`src/rtl/alu_pkg.sv`:
```
// Shared definitions for the 8-bit ALU: datapath width, opcode encoding
// and the packed result bundle handed from the core to the output stage.
package alu_pkg;

  localparam int ALU_W = 8;

  typedef enum logic [3:0] {
    ADD  = 4'b0000,
    SUB  = 4'b0001,
    ADC  = 4'b0010,
    SBC  = 4'b0011,
    AND  = 4'b0100,
    OR   = 4'b0101,
    NOT  = 4'b0110,
    XNOR = 4'b0111,
    ASR  = 4'b1000,
    LSL  = 4'b1001,
    LSR  = 4'b1010,
    ROL  = 4'b1011,
    ROR  = 4'b1100,
    RRC  = 4'b1101,
    RLC  = 4'b1110,
    PASS = 4'b1111
  } alu_op_e;

  // Registered output bundle; z and n are always derived from y.
  typedef struct packed {
    logic [ALU_W-1:0] y;
    logic             c;
    logic             z;
    logic             n;
    logic             v;
  } alu_res_t;

  function automatic logic is_carry_op(alu_op_e op);
    return (op == ADC) || (op == SBC);
  endfunction

endpackage

```
`src/rtl/alu_8_bit_if.sv`:
```
// Operand/result bundle for the 8-bit ALU. There is no handshake: the
// master presents operands every cycle and qualifies them with en alone.
interface alu_8_bit_if;
  import alu_pkg::*;

  logic             en;
  logic [ALU_W-1:0] d0;
  logic [ALU_W-1:0] d1;
  logic [3:0]       alu_op;
  logic             c_in;
  logic [ALU_W-1:0] y;
  logic             c_out;
  logic             z_out;
  logic             n_out;
  logic             v_out;

  modport master (
    output en, d0, d1, alu_op, c_in,
    input  y, c_out, z_out, n_out, v_out
  );

  modport slave (
    input  en, d0, d1, alu_op, c_in,
    output y, c_out, z_out, n_out, v_out
  );

endinterface

```
`src/rtl/alu_8_bit_core.sv`:
```
// Combinational ALU core: decodes the opcode and produces the next result,
// carry/borrow/shifted-out bit and signed-overflow flag.
module alu_core
  import alu_pkg::*;
(
  input  logic [ALU_W-1:0] d0,
  input  logic [ALU_W-1:0] d1,
  input  logic [3:0]       alu_op,
  input  logic             c_in,
  output logic [ALU_W-1:0] next_y,
  output logic             next_c,
  output logic             next_v
);

  alu_op_e      op;
  logic         cin_used;
  logic [ALU_W:0] add9;
  logic [ALU_W:0] sub9;

  assign op       = alu_op_e'(alu_op);
  assign cin_used = is_carry_op(op) ? c_in : 1'b0;

  // Bit 8 of the 9-bit difference is the borrow, since both operands are zero-extended.
  assign add9 = {1'b0, d0} + {1'b0, d1} + {{ALU_W{1'b0}}, cin_used};
  assign sub9 = {1'b0, d0} - {1'b0, d1} - {{ALU_W{1'b0}}, cin_used};

  always_comb begin
    next_y = '0;
    next_c = 1'b0;
    next_v = 1'b0;
    case (op)
      ADD, ADC: begin
        next_y = add9[ALU_W-1:0];
        next_c = add9[ALU_W];
        next_v = (d0[ALU_W-1] == d1[ALU_W-1]) && (add9[ALU_W-1] != d0[ALU_W-1]);
      end
      SUB, SBC: begin
        next_y = sub9[ALU_W-1:0];
        next_c = sub9[ALU_W];
        next_v = (d0[ALU_W-1] != d1[ALU_W-1]) && (sub9[ALU_W-1] != d0[ALU_W-1]);
      end
      AND:  next_y = d0 & d1;
      OR:   next_y = d0 | d1;
      NOT:  next_y = ~d0;
      XNOR: next_y = ~(d0 ^ d1);
      ASR: begin
        next_y = {d0[ALU_W-1], d0[ALU_W-1:1]};
        next_c = d0[0];
      end
      LSL: begin
        next_y = {d0[ALU_W-2:0], 1'b0};
        next_c = d0[ALU_W-1];
      end
      LSR: begin
        next_y = {1'b0, d0[ALU_W-1:1]};
        next_c = d0[0];
      end
      ROL: begin
        next_y = {d0[ALU_W-2:0], d0[ALU_W-1]};
        next_c = d0[ALU_W-1];
      end
      ROR: begin
        next_y = {d0[0], d0[ALU_W-1:1]};
        next_c = d0[0];
      end
      RRC: begin
        next_y = {c_in, d0[ALU_W-1:1]};
        next_c = d0[0];
      end
      RLC: begin
        next_y = {d0[ALU_W-2:0], c_in};
        next_c = d0[ALU_W-1];
      end
      PASS: next_y = d0;
      default: begin
        next_y = '0;
        next_c = 1'b0;
        next_v = 1'b0;
      end
    endcase
  end

endmodule

```
`src/rtl/alu_8_bit.sv`:
```
// Registered 8-bit ALU: combinational core plus zero/negative derivation
// and enable-gated output registers with asynchronous active-low reset.
module alu_8_bit
  import alu_pkg::*;
(
  input  logic        clk,
  input  logic        rst_n,
  alu_8_bit_if.slave  bus
);

  logic [ALU_W-1:0] next_y;
  logic             next_c;
  logic             next_v;
  alu_res_t         res_d;
  alu_res_t         res_q;

  alu_core u_core (
    .d0     (bus.d0),
    .d1     (bus.d1),
    .alu_op (bus.alu_op),
    .c_in   (bus.c_in),
    .next_y (next_y),
    .next_c (next_c),
    .next_v (next_v)
  );

  // Flags come from the same next_y that is captured, so they never disagree with y.
  always_comb begin
    res_d = res_q;
    if (bus.en) begin
      res_d.y = next_y;
      res_d.c = next_c;
      res_d.z = (next_y == '0);
      res_d.n = next_y[ALU_W-1];
      res_d.v = next_v;
    end
  end

  always_ff @(posedge clk or negedge rst_n) begin
    if (!rst_n) begin
      res_q <= '0;
    end else begin
      res_q <= res_d;
    end
  end

  assign bus.y     = res_q.y;
  assign bus.c_out = res_q.c;
  assign bus.z_out = res_q.z;
  assign bus.n_out = res_q.n;
  assign bus.v_out = res_q.v;

endmodule

```
`src/flat_wrapper.sv`:
```
// flat-port wrapper written by rule: the top's interface ports become plain ports
module alu_8_bit_flat import alu_pkg::*;
  (clk, rst_n, bus_en, bus_d0, bus_d1, bus_alu_op, bus_c_in, bus_y, bus_c_out, bus_z_out, bus_n_out, bus_v_out);
  alu_8_bit_if bus_i ();
  input  logic clk;
  input  logic rst_n;
  input wire logic [$bits(bus_i.en)-1:0] bus_en;
  input wire logic [$bits(bus_i.d0)-1:0] bus_d0;
  input wire logic [$bits(bus_i.d1)-1:0] bus_d1;
  input wire logic [$bits(bus_i.alu_op)-1:0] bus_alu_op;
  input wire logic [$bits(bus_i.c_in)-1:0] bus_c_in;
  output wire logic [$bits(bus_i.y)-1:0] bus_y;
  output wire logic [$bits(bus_i.c_out)-1:0] bus_c_out;
  output wire logic [$bits(bus_i.z_out)-1:0] bus_z_out;
  output wire logic [$bits(bus_i.n_out)-1:0] bus_n_out;
  output wire logic [$bits(bus_i.v_out)-1:0] bus_v_out;
  assign bus_i.en = bus_en;
  assign bus_i.d0 = bus_d0;
  assign bus_i.d1 = bus_d1;
  assign bus_i.alu_op = bus_alu_op;
  assign bus_i.c_in = bus_c_in;
  assign bus_y = bus_i.y;
  assign bus_c_out = bus_i.c_out;
  assign bus_z_out = bus_i.z_out;
  assign bus_n_out = bus_i.n_out;
  assign bus_v_out = bus_i.v_out;
  alu_8_bit u_core (.clk(clk), .rst_n(rst_n), .bus(bus_i));
endmodule
```
`config.mk`:
```
export PLATFORM = sky130hd
export DESIGN_NAME = alu_8_bit_flat
export DESIGN_NICKNAME = d
export VERILOG_FILES = /design/src/rtl/alu_pkg.sv /design/src/rtl/alu_8_bit_if.sv /design/src/rtl/alu_8_bit_core.sv /design/src/rtl/alu_8_bit.sv /design/src/flat_wrapper.sv
export SDC_FILE = /design/constraint.sdc
export NUM_CORES = 1
export LEC_CHECK = 0
export CAP_MARGIN = 20
export CORE_MARGIN = 10
export CORE_UTILIZATION = 55
export CTS_CLUSTER_SIZE = 20
export DETAILED_ROUTE_END_ITERATION = 6
export HOLD_SLACK_MARGIN = 0.06
export PLACE_DENSITY = 0.81
export SYNTH_ARGS = -nofsm -noshare
export SYNTH_HDL_FRONTEND = slang
export SYNTH_SLANG_ARGS = --single-unit
```
`constraint.sdc`:
```
create_clock -name clk -period 1.5 [get_ports clk]
set_input_delay 0.225 -clock clk [delete_from_list [all_inputs] [get_ports clk]]
set_output_delay 0.225 -clock clk [all_outputs]
set_load 0.02 [all_outputs]
```
==> results.tsv <==
metric	value	unit
GPL Wtd Cong	0.9934	
Setup crit end kind	register	
most common cell after layout, fill and taps aside	buf_4	
CTS tree	yes	
Fillers	224	
CORE AREA	4029	µm²
drt first pass iters	7	
RR Startpoint	u_core.bus.y[1]$_DFFE_PN0P_	
Routed Antenna Nets	0	
Die ar.	7180	µm²
vias in the first global route	2972	
Worst R2R End	u_core.bus.y[1]$_DFFE_PN0P_	
Avg Cell Area, Syn	7.682	µm²
Slew HR	0.6295	
total of max-cap violations	0	
largest net degree at the start of global routing	37	
Total Routing Usage GR	0.2437	
total CTS buffers	3	
ys async rst share	1.000	
initial antenna violation count	0	
failing checks	setup timing	
Final setup violation count	12	
layout cells sized above 1	0.3937	
Final #Nets	473	
unrepaired setup endpoints after global routing	true	
critical-path maximum fanout	3	
I/O pin count	36	
hold crit path type	in2async	
CP peak stage delay	610	ps
critical path launch point type	primary input	
cell taking the most area after synthesis	ha_1	
first-pass GRT wire length	14840	µm
Die Width	84.74	µm
share of the synthesized area in the top cell type	0.1629	
number of synthesized flops with an enable pin	0	
crit-path cells	buf_8, inv_4, nor2_4, nand3_2, fa_2, inv_2, ha_4, o21ai_2, nand3_2, and3_4, a311o_1, a32oi_1, mux2i_1, mux2_4	
cts hold-fix bufs	0	
routed wire length	9742	µm
CP max stage cell	fa_2	
pwr/cell area	604.9	nW/µm²
most frequent CP cell	nand3_2	
synthesized flop and latch total	11	
Post-Syn Nets	358	
routed via count	3038	
die height	84.74	µm
routed len/inst	21.00	µm
gr ovfl total	0	
Hold Vio Cnt, Final	0	
Primary FF master, synth	dfrtp_1	
VDD IR max	0.0005817	V
Max Clk Rate	0.3917	GHz
worst reg-to-reg path cell count	1	
r2r setup slk	720	ps
Layout Utilization	0.8873	
vias per cell	6.547	
commonest non-fill, non-tap cells in the layout	buf_4 (86), nor2_1 (21), nand2_1 (21)	
DRC violations left	0	
clk_skew	0	ps
critical path data arrival time	2680	ps
status	finished, violations left	
Pins Over Slew Limit	0	
post-route total power	0.002162	W
CTS sink cnt	11	
Post-Syn Instances	300	
initial DRC count	596	
Worst Max-Slew Pin Slew	554.0	ps
HPWL after DPL	6664	µm
Synth warnings	0	
Yosys cell types	58	
Area growth syn-to-layout	55.10	%
initial core utilization	0.5720	
leak pwr	1.615	nW
top post-synthesis cells by area	ha_1 (16%), dfrtp_1 (12%), o21ai_0 (5.4%), inv_1 (4.9%), a21oi_1 (4.1%)	
sequential area share after synthesis	0.1194	
number of diodes	0	
Tmin final	2553	ps
Clock Latency Late Sink	240	ps
kind of critical path	in2reg	
Cell Area, Synth	2305	µm²
Setup WS post-layout	-1053	ps
number of placement rows	23	
Clock Path Buffers	2	
clk slew on worst S/H paths	50	ps
port buffer count	35	
hold_ws	340.7	ps
clk root buf	clkbuf_8	
H-tree depth	1	
Period Utilization, post-route	1.702	
WP data required	1630	ps
[where the power goes]
part	switching [W]	internal, W	leakage, nW	total (W)
clock	0.000123	0.000188	0.0228	0.000310
combinational	0.000747	0.000730	1.46	0.00148
sequential	0.0000305	0.000344	0.132	0.000375
total	0.000901	0.00126	1.61	0.00216
[worst max path at each step]
stage / slack [ps] / depth (start not counted) / from / endpoint
2_1_floorplan: -1310 / 14 / bus_alu_op[3] / u_core.bus.v_out$_DFFE_PN0P_
3_3_place_gp: -1730 / 14 / bus_alu_op[1] / u_core.bus.v_out$_DFFE_PN0P_
3_5_place_dp: -1760 / 14 / bus_alu_op[1] / u_core.bus.z_out$_DFFE_PN0P_
4_1_cts: -960 / 14 / bus_alu_op[1] / u_core.bus.z_out$_DFFE_PN0P_
5_1_grt: -1160 / 14 / bus_alu_op[1] / u_core.bus.v_out$_DFFE_PN0P_
6_report: -1050 / 14 / bus_alu_op[1] / u_core.bus.v_out$_DFFE_PN0P_
[metrics by stage]
step	setup slack (ps)	instances	cell area (µm²)	setup TNS [ps]
2_1_floorplan	-1309	300	2367	-10760
3_3_place_gp	-1731	455	3336	-16180
3_5_place_dp	-1762	455	3336	-16670
4_1_cts	-959.6	464	3536	-7927
5_1_grt	-1161	464	3575	-9712
6_report	-1053	464	3575	-8975
[what timing repair did]
item                       in CTS  in global routing
setup endpoints to repair      11                 11
pin swaps                      23                  6
setup buffers                   5                  0
resized for setup              74                 10
[cells by family (layout without fill, tap and decap cells)]
group | after synthesis | after routing | share of synthesized area
AND/OR/NAND/NOR | 80 | 80 | 0.1764
multiplexers | 14 | 14 | 0.06461
buffers and inverters | 47 | 161 | 0.09283
XOR/XNOR | 11 | 11 | 0.04180
flip-flops | 11 | 11 | 0.1194
AO/OA/AOI/OAI | 103 | 103 | 0.3073
adder cells (fa/ha/maj) | 34 | 34 | 0.1976
[cell type report]
cell class / count / area (µm²) / share of cell area
Timing Repair Buffer: 126 / 1051 / 0.2940
Inverter: 31 / 118.9 / 0.03325
Clock buffer: 4 / 45.04 / 0.01260
Multi-Input combinational cell: 242 / 2022 / 0.5656
Tap cell: 50 / 62.56 / 0.01750
Sequential cell: 11 / 275.3 / 0.07700
[critical path, delay by kind of cell]
kind / cells / cell delay [ps]
mux: 2 / 340
buf+inv: 3 / 180
compound gates: 3 / 650
fa+ha+maj: 2 / 760
simple gates: 4 / 520
[state kept, by name (all words and copies together), names as in the netlist]
signal and count:
u_core.bus.v_out 1, u_core.bus.c_out 1, u_core.bus.y 7, u_core.bus.n_out 1
u_core.bus.z_out 1
[cells in the mapped netlist, types with 2 or more instances]
| master | count |
|---|---|
| a21oi_1 | 19 |
| mux2_2 | 7 |
| xnor2_1 | 10 |
| nor2_1 | 23 |
| buf_2 | 9 |
| buf_6 | 2 |
| a211oi_1 | 4 |
| nand2b_1 | 10 |
| o21ai_1 | 4 |
| a2bb2oi_1 | 2 |
| or3_1 | 6 |
| nand2_1 | 21 |
| o22ai_1 | 4 |
| o21ai_0 | 25 |
| a22oi_1 | 5 |
| nor3_1 | 2 |
| and3_1 | 2 |
| a31oi_1 | 3 |
| nand3_1 | 5 |
| clkbuf_1 | 2 |
| mux2i_1 | 7 |
| dfrtp_1 | 11 |
| inv_1 | 30 |
| o211ai_1 | 3 |
| a32oi_1 | 3 |
| buf_4 | 3 |
| o221ai_1 | 3 |
| fa_1 | 4 |
| o21a_1 | 2 |
| ha_1 | 30 |
| o32ai_1 | 6 |
| nor2b_1 | 3 |
| o2111ai_1 | 2 |
| a221oi_1 | 2 |
| a21o_1 | 3 |
[layer usage]
layer | track usage | vias to the layer above | share of wire
met3 | 0.04251 | 77 | 0.099
met1 | 0.2954 | 1390 | 0.37
met5 | 0 | - | 0
li1 | - | 1315 | -
met2 | 0.4180 | 256 | 0.47
met4 | 0.08832 | 0 | 0.067
Note: power is estimated with default switching activity, not from simulation.
